--- config.mk ---
export PLATFORM = sky130hd
export DESIGN_NAME = instruction_fetch_flat
export DESIGN_NICKNAME = d
export VERILOG_FILES = /design/src/rtl/ifetch_pkg.sv /design/src/rtl/instruction_fetch_if.sv /design/src/rtl/ifetch_next_pc.sv /design/src/rtl/instruction_fetch.sv /design/src/flat_wrapper.sv
export SDC_FILE = /design/constraint.sdc
export NUM_CORES = 1
export LEC_CHECK = 0
export BUFFER_PORTS_ARGS = -buffer_cell sky130_fd_sc_hd__buf_2
export CAP_MARGIN = 0
export CORE_MARGIN = 10
export CORE_UTILIZATION = 46
export CTS_CLUSTER_DIAMETER = 80
export CTS_CLUSTER_SIZE = 10
export DETAILED_ROUTE_END_ITERATION = 8
export GPL_TIMING_DRIVEN = 0
export PLACE_DENSITY = 0.81
export SYNTH_ARGS = -nofsm -noshare
export SYNTH_HDL_FRONTEND = slang
export SYNTH_HIERARCHICAL = 1
export SYNTH_SLANG_ARGS = --single-unit
--- constraint.sdc ---
create_clock -name clk -period 3.4 [get_ports clk]
set_clock_uncertainty 0.1 [all_clocks]
set_input_delay 0.17 -clock clk [delete_from_list [all_inputs] [get_ports clk]]
set_output_delay 0.17 -clock clk [all_outputs]
set_load 0.05 [all_outputs]
--- src/rtl/ifetch_pkg.sv ---
// Shared types and constants for the instruction fetch stage.
// Pure declarations: no latency, no flow control.
package ifetch_pkg;

    typedef enum logic {
        RUN   = 1'b0,
        FAULT = 1'b1
    } state_t;

    localparam int unsigned WORD_BYTES = 4;

    typedef logic [31:0] pc_t;

endpackage

--- src/rtl/instruction_fetch_if.sv ---
// Fetch-to-decode instruction slot: valid/ready handshake carrying the word and its PC.
// Latency/backpressure are owned by the master; a word transfers when valid && ready.
interface instruction_fetch_if;

    logic        valid;
    logic        ready;
    logic [31:0] instr;
    logic [31:0] pc;
    logic [31:0] pc_plus4;

    modport master (output valid, output instr, output pc, output pc_plus4, input ready);
    modport slave  (input valid, input instr, input pc, input pc_plus4, output ready);

endinterface

--- src/rtl/ifetch_next_pc.sv ---
// Next fetch address (redirect over pc+4) with alignment and memory-range check.
// Combinational, zero latency; no flow control of its own.
module ifetch_next_pc
    import ifetch_pkg::*;
#(
    parameter int unsigned MEM_WORDS = 1024
) (
    input  pc_t  pc,
    input  logic redirect_valid,
    input  pc_t  redirect_target,
    output pc_t  next_pc,
    output logic bad_addr
);

    // Compare in 34 bits so a memory spanning the full 4 GiB space cannot overflow the limit.
    localparam logic [33:0] ADDR_LIMIT = 34'(MEM_WORDS) * 34'(WORD_BYTES);

    always_comb begin
        next_pc  = redirect_valid ? redirect_target : pc + pc_t'(WORD_BYTES);
        bad_addr = (next_pc[1:0] != 2'b00) || ({2'b00, next_pc} >= ADDR_LIMIT);
    end

endmodule

--- src/rtl/instruction_fetch.sv ---
// MIPS fetch stage: PC register, one-entry output slot, sticky fault on bad address; IFETCH_DELAY_SLOT_EN keeps the delay-slot word on redirect.
// Latency: word at pc appears on the slot one clock later; backpressure: slot and pc hold while valid && !ready.
module instruction_fetch
    import ifetch_pkg::*;
#(
    parameter pc_t         RESET_PC  = 32'h0000_0000,
    parameter int unsigned MEM_WORDS = 1024
) (
    input  logic                       clk,
    input  logic                       rst_n,
    output pc_t                        imem_addr,
    input  logic [31:0]                imem_data,
    instruction_fetch_if.master        out,
    input  logic                       redirect_valid,
    input  pc_t                        redirect_target,
    output logic                       fault,
    output pc_t                        fault_pc,
    output logic [31:0]                fetch_count
);

    state_t      state_q, state_d;
    pc_t         pc_q;
    pc_t         next_pc;
    logic        bad_addr;
    logic        slot_free;
    logic        pc_load;
    logic        capture;
    logic        squash;
    logic        out_valid_q;
    logic [31:0] out_instr_q;
    pc_t         out_pc_q;

    ifetch_next_pc #(
        .MEM_WORDS(MEM_WORDS)
    ) u_next_pc (
        .pc              (pc_q),
        .redirect_valid  (redirect_valid),
        .redirect_target (redirect_target),
        .next_pc         (next_pc),
        .bad_addr        (bad_addr)
    );

    assign slot_free = !out_valid_q || out.ready;

    always_comb begin
        state_d = state_q;
        pc_load = 1'b0;
        capture = 1'b0;
        squash  = 1'b0;
        case (state_q)
            RUN: begin
                pc_load = redirect_valid || slot_free;
`ifdef IFETCH_DELAY_SLOT_EN
                capture = slot_free;
`else
                capture = slot_free && !redirect_valid;
                squash  = redirect_valid;
`endif
                if (pc_load && bad_addr) begin
                    state_d = FAULT;
                end
            end
            FAULT: begin
                state_d = FAULT;
            end
            default: begin
                state_d = RUN;
            end
        endcase
    end

    always_ff @(posedge clk or negedge rst_n) begin
        if (!rst_n) begin
            state_q  <= RUN;
            pc_q     <= RESET_PC;
            fault    <= 1'b0;
            fault_pc <= '0;
        end else begin
            state_q <= state_d;
            // A bad next address freezes pc at the last good fetch.
            if (pc_load) begin
                if (bad_addr) begin
                    fault    <= 1'b1;
                    fault_pc <= next_pc;
                end else begin
                    pc_q <= next_pc;
                end
            end
        end
    end

    always_ff @(posedge clk or negedge rst_n) begin
        if (!rst_n) begin
            out_valid_q <= 1'b0;
            out_instr_q <= '0;
            out_pc_q    <= '0;
            fetch_count <= '0;
        end else begin
            if (capture) begin
                out_valid_q <= 1'b1;
                out_instr_q <= imem_data;
                out_pc_q    <= pc_q;
            end else if (squash || slot_free) begin
                out_valid_q <= 1'b0;
            end
            if (out_valid_q && out.ready) begin
                fetch_count <= fetch_count + 32'd1;
            end
        end
    end

    assign imem_addr    = pc_q;
    assign out.valid    = out_valid_q;
    assign out.instr    = out_instr_q;
    assign out.pc       = out_pc_q;
    assign out.pc_plus4 = out_pc_q + pc_t'(WORD_BYTES);

endmodule

--- src/flat_wrapper.sv ---
// flat-port wrapper written by rule: the top's interface ports become plain ports
module instruction_fetch_flat import ifetch_pkg::*;
#(
    parameter pc_t         RESET_PC  = 32'h0000_0000,
    parameter int unsigned MEM_WORDS = 1024
)
  (clk, rst_n, imem_addr, imem_data, redirect_valid, redirect_target, fault, fault_pc, fetch_count, out_valid, out_instr, out_pc, out_pc_plus4, out_ready);
  instruction_fetch_if out_i ();
  input  logic clk;
  input  logic rst_n;
  output pc_t imem_addr;
  input  logic [31:0] imem_data;
  input  logic redirect_valid;
  input  pc_t redirect_target;
  output logic fault;
  output pc_t fault_pc;
  output logic [31:0] fetch_count;
  output wire logic [$bits(out_i.valid)-1:0] out_valid;
  output wire logic [$bits(out_i.instr)-1:0] out_instr;
  output wire logic [$bits(out_i.pc)-1:0] out_pc;
  output wire logic [$bits(out_i.pc_plus4)-1:0] out_pc_plus4;
  input wire logic [$bits(out_i.ready)-1:0] out_ready;
  assign out_valid = out_i.valid;
  assign out_instr = out_i.instr;
  assign out_pc = out_i.pc;
  assign out_pc_plus4 = out_i.pc_plus4;
  assign out_i.ready = out_ready;
  instruction_fetch #(.RESET_PC(RESET_PC), .MEM_WORDS(MEM_WORDS)) u_core (.clk(clk), .rst_n(rst_n), .imem_addr(imem_addr), .imem_data(imem_data), .out(out_i), .redirect_valid(redirect_valid), .redirect_target(redirect_target), .fault(fault), .fault_pc(fault_pc), .fetch_count(fetch_count));
endmodule
== Word level (Yosys, flattened, before mapping) ==
Index checks and enable logic that the tools add are counted.

* Register bits after elaboration: 163
* Input port bits: 68
* Output and inout port bits: 194
* Logic and storage cells: 35

* Add/sub/neg operators: 3
* Order comparisons: 1
* Muxes and demuxes: 8
* Bitwise gates (word level): 2
* Reductions and logical operators: 13

{| class="wikitable"
|+ Operators by type and width
! operator !! count
|-
| adder 32 x 3 -> 32 bit, second input constant || 2
|-
| adder 32 x 1 -> 32 bit, second input constant || 1
|-
| greater-or-equal comparator 32 x 13 -> 1 bit, second input constant || 1
|-
| 2-to-1 mux 32 bit || 1
|-
| 2-to-1 mux 1 bit || 6
|-
| logical OR 1 bit || 4
|-
| AND reduction 2 bit || 2
|-
| nonzero test 2 bit || 2
|-
| logical AND 1 bit || 3
|-
| logical NOT 1 bit || 2
|-
| NOT 1 bit || 2
|-
| one-hot mux 1 bit (2 select lines) || 1
|}

== Depth between registers and ports, before layout ==
* Depth after elaboration: 7
* Gate-level depth with buffers: 13
* Gate-level depth less buffers: 11

== Hierarchy ==
The synthesis kept the hierarchy.

{| class="wikitable"
|+ Modules (own cells, without submodules)
! module !! times used !! cells an instance !! area each (um^2) !! seq. area each (um^2)
|-
| instruction_fetch || 1 || 485 || 6811.5 || 4078.9
|-
| ifetch_next_pc || 1 || 167 || 1133.6 || 0.0
|}

== Worst setup path before layout ==
No wires, ideal clock.

* Path kind: register to register
* Start: register u_core.pc_q[2], in the netlist u_core/imem_addr[2]
* End: register u_core.fault
* Setup time: 0.127 ns
* Arrival time: 3.373 ns
* Data required time: 3.173 ns
* Setup slack: -0.200 ns
* Cell stages (with the launch flop): 14
* Path buffers: 2
* Clock period less this slack: 3.600 ns
* Cells stage by stage: dfrtp_1 ha_1 nand3_2 or4_4 buf_6 nor4_4 xnor2_1 o21ai_2 nor4_1 nand4_1 o21ai_0 nor2_2 buf_2 or2_2

* Longest elaborated chain between the ends: 5

{| class="wikitable"
|+ Ends and longest elaborated chain
! item !! line !! text
|-
| start: declaration || instruction_fetch.sv:22 || <nowiki>pc_t pc_q;</nowiki>
|-
| start signal: assignment || instruction_fetch.sv:86 || <nowiki>pc_q <= next_pc;</nowiki>
|-
| adder 32 x 3 -> 32 bit || ifetch_next_pc.sv:19 || <nowiki>next_pc = redirect_valid ? redirect_target : pc + pc_t'(WORD_BYTES);</nowiki>
|-
| 2-to-1 mux 32 bit || ifetch_next_pc.sv:19 ||
|-
| net u_core.next_pc[28] || instruction_fetch.sv:23 || <nowiki>pc_t next_pc;</nowiki>
|-
| greater-or-equal comparator 32 x 13 -> 1 bit || ifetch_next_pc.sv:20 || <nowiki>bad_addr = (next_pc[1:0] != 2'b00) || ({2'b00, next_pc} >= ADDR_LIMIT);</nowiki>
|-
| logical OR 1 bit || ifetch_next_pc.sv:20 ||
|-
| net u_core.bad_addr || instruction_fetch.sv:24 || <nowiki>logic bad_addr;</nowiki>
|-
| AND reduction 2 bit (no line) || -- ||
|-
| end signal: assignment || instruction_fetch.sv:76 || <nowiki>fault <= 1'b0;</nowiki>
|-
| end signal: assignment || instruction_fetch.sv:83 || <nowiki>fault <= 1'b1;</nowiki>
|-
| end: declaration || instruction_fetch.sv:16 || <nowiki>output logic fault,</nowiki>
|}

The timed path passes the listed nets, and every way through them passes these cells.
A chain may end at the register's enable or synchronous reset.

== Worst setup path after layout ==
* Start: register u_core.pc_q[2], in the netlist u_core/imem_addr[2]
* End: register u_core.pc_q[8], in the netlist u_core/imem_addr[8]

* Longest elaborated chain between the ends: 6

{| class="wikitable"
|+ Ends and longest elaborated chain
! item !! line
|-
| adder 32 x 3 -> 32 bit || ifetch_next_pc.sv:19
|-
| 2-to-1 mux 32 bit || ifetch_next_pc.sv:19
|-
| net u_core.next_pc[31] || instruction_fetch.sv:23
|-
| greater-or-equal comparator 32 x 13 -> 1 bit || ifetch_next_pc.sv:20
|-
| logical OR 1 bit || ifetch_next_pc.sv:20
|-
| net u_core.bad_addr || instruction_fetch.sv:24
|-
| NOT 1 bit (no line) || --
|-
| AND reduction 2 bit (no line) || --
|}

The timed path passes the listed nets, and every way through them passes these cells.

==> impl_metrics.yaml <==
outcome:
  outcome: "finished with violations"
  failed_checks: "negative setup slack"
grt:
  grt_usage: 0.2103
  grt_max_degree: 90
  grt_pass1_wl_um: 37780
  globalRoute.totalOverflow: 0
  grt_pass1_vias: 6802
  antenna_found_initial: 1
setup_path:
  worst-endpoint-required_ns: 3.60
  start_kind: "register"
  critical_path_arrival_ns: 3.68
  end_kind: "register"
  path_max_fanout: 8
  worstSetupPathType: "register to register"
drt:
  drt_iter0_markers: 382
  viasPerCell: 5.243
  ant_nets: 0
  routedWlPerCell_um: 19.76
  routed_wl_um: 24540
  drc: 0
  drt-pass1-iter-count: 5
  num_vias: 6512
synthesis:
  async_flop_share: 1.000
  netlist_instances: 652
  synth-seq-cells: 163
  synth_top_area_frac: 0.5134
  synth_area_per_cell_sq_um: 12.19
  synth_top_cells_by_area: "dfrtp_1 (51%), mux2_2 (19%), xnor2_1 (7.8%), nand2_1 (2.5%), nand4_1 (2.0%)"
  synth_cell_types: 45
  netlist_area_sq_um: 7945
  ys_warn_count: 6
  syn_nets: 723
  synth_flop_cell: "dfrtp_1"
  synth_edf_count: 0
  yosys.area.top_type: "dfrtp_1"
  synth-seq-area-share: 0.5134
floorplanning:
  die_area_sq_um: 22930
  core_sq_um: 16760
  start_util: 0.4741
  die_y_um: 151.4
  rows: 47
  pin_count: 262
  die_w_um: 151.4
power:
  power.leakage_nw: 5.594
  p_per_area_nw_per_um2: 390.7
  ir_drop_mv: 0.2967
  p_total_mw: 4.300
timing:
  tns_ns: -2.281
  fin_crit_sh: 1.026
  max_freq_mhz: 286.7
  slew_headroom: 0.5736
  final-setup-viol-count: 38
  worstMarginPinSlew_ns: 0.6349
  final.min_clock_period_ns: 3.487
  holdWs_ns: 0.03104
  setup_ws_ns: -0.08739
  rsz0062_at_grt: "true"
  slew_violations: 0
  hold_viol: 0
finish:
  area_delta_synth_final_pct: 38.52
  finish.instance_area_sq_um: 11010
  finalNetCount: 1079
  final_core_util: 0.6567
  mostFrequentLayoutCells: "buf_2 (269), dfrtp_1 (149), mux2_2 (132)"
  finalNonFillerCells: 1242
  drive_above_1_share: 0.5289
  layout_commonest_cell: "buf_2"
placed_design:
  globalplace.congestion: 0.8403
  placed_area_sq_um: 9592
  io_buffers: 261
  hpwlAfterDp_um: 17520
  post-place-ws_ns: -0.4977
  place_inst: 1134
clock_network:
  root_buffer: "clkbuf_16"
  clock_sinks: 163
  clk_path_buf_depth: 2
  clk_latency_ns: 0.42
  cts_max_level: 4
  numCtsBuffers: 17
  cts_tree: "yes"
  clk_pin_slew_ns: 0.06
run:
  cap_violations: 0
worst_hold_path:
  hold_class: "input port to register"
Yosys cell counts, types with 4 or more instances:
library cell	instances
nor3_2	4
nand3_1	28
nor4_4	6
xor2_1	16
nor3_1	9
dfrtp_1	163
buf_2	14
xnor2_1	71
and3_1	8
buf_4	4
nor4_1	7
nor2_1	21
nand2_1	52
o21ai_0	17
and4_1	6
clkbuf_1	7
o21ai_1	7
nand4_1	25
mux2_2	132
inv_1	14
path summary, 6_finish.rpt:
| check | from | endpoint | slack [ns] | depth (start not counted) |
|---|---|---|---|---|
| min in group asynchronous | rst_n | u_core/fetch_count[31] | 0.18 | 2 |
| worst min-delay path | redirect_valid | u_core/state_q | 0.03 | 3 |
| worst max register to register | u_core/imem_addr[2] | u_core/imem_addr[8] | -0.09 | 12 |
| max in group asynchronous | rst_n | u_core/imem_addr[10] | 2.16 | 3 |
| worst max-delay path | u_core/imem_addr[2] | u_core/imem_addr[8] | -0.09 | 12 |
| worst min register to register | u_core/fault | u_core/fault | 0.38 | 1 |
what timing repair did:
action                                 CTS  global route
hold buffers                            35             0
buffers inserted                        34             1
setup endpoints to repair               65            65
gates cloned                             3             2
resized for setup                       41            10
endpoints found under the hold margin  108             0
pin swaps                               20             9
area by class of cell:
class / count / area, sq um
Multi-Input combinational cell: 447 / 3784
Antenna cell: 1 / 2.502
Clock buffer: 24 / 491.7
Timing Repair Buffer: 337 / 2024
Inverter: 14 / 52.55
Fill cell: 1255 / 5754
Tap cell: 220 / 275.3
Clock inverter: 8 / 76.32
Sequential cell: 163 / 4096
Buffer: 28 / 202.7
per-layer routing:
metal / track usage / vias to the layer above / share of wire
li1: - / 3017 / -
met1: 0.2553 / 3207 / 0.40
met2: 0.3457 / 253 / 0.49
met3: 0.07011 / 35 / 0.092
met4: 0.06641 / 0 / 0.020
met5: 0 / - / 0
where the power goes:
| part | switching (mW) | internal (mW) | leakage [nW] |
|---|---|---|---|
| Sequential | 0.0238 | 1.98 | 2.12 |
| Clock | 0.760 | 1.08 | 0.272 |
| Combinational | 0.305 | 0.143 | 3.20 |
cell families (layout without fill, tap and decap cells):
logic type	after synthesis	after routing	synth area share
xor+xnor	87	87	0.09591
compound gates	31	31	0.02220
simple gates	189	189	0.1441
flops	163	163	0.5134
fa+ha+maj	3	3	0.004725
other cells	0	1	0
buf+inv	42	411	0.02583
mux	137	137	0.1939
sequential cells by signal, indices dropped and copies added (netlist names):
name / cells
u_core/imem_addr: 32
u_core/fetch_count: 32
u_core/fault_pc: 32
u_core/out.pc: 32
u_core/fault: 1
u_core/out.instr: 32
u_core/out.valid: 1
u_core/state_q: 1
worst max-delay path, cell delays in order (launching register included):
cell and delay, ns:
dfrtp_2 0.42, nand4_1 0.26, or4_4 0.50, buf_6 0.18, nor3b_2 0.21, xnor2_1 0.18, o21ai_2 0.12, nor4_2 0.33
nand4_1 0.24, nor2_2 0.20, o21ai_4 0.17, buf_6 0.18, mux2_2 0.27
Note: power is estimated with default switching activity, not from simulation.
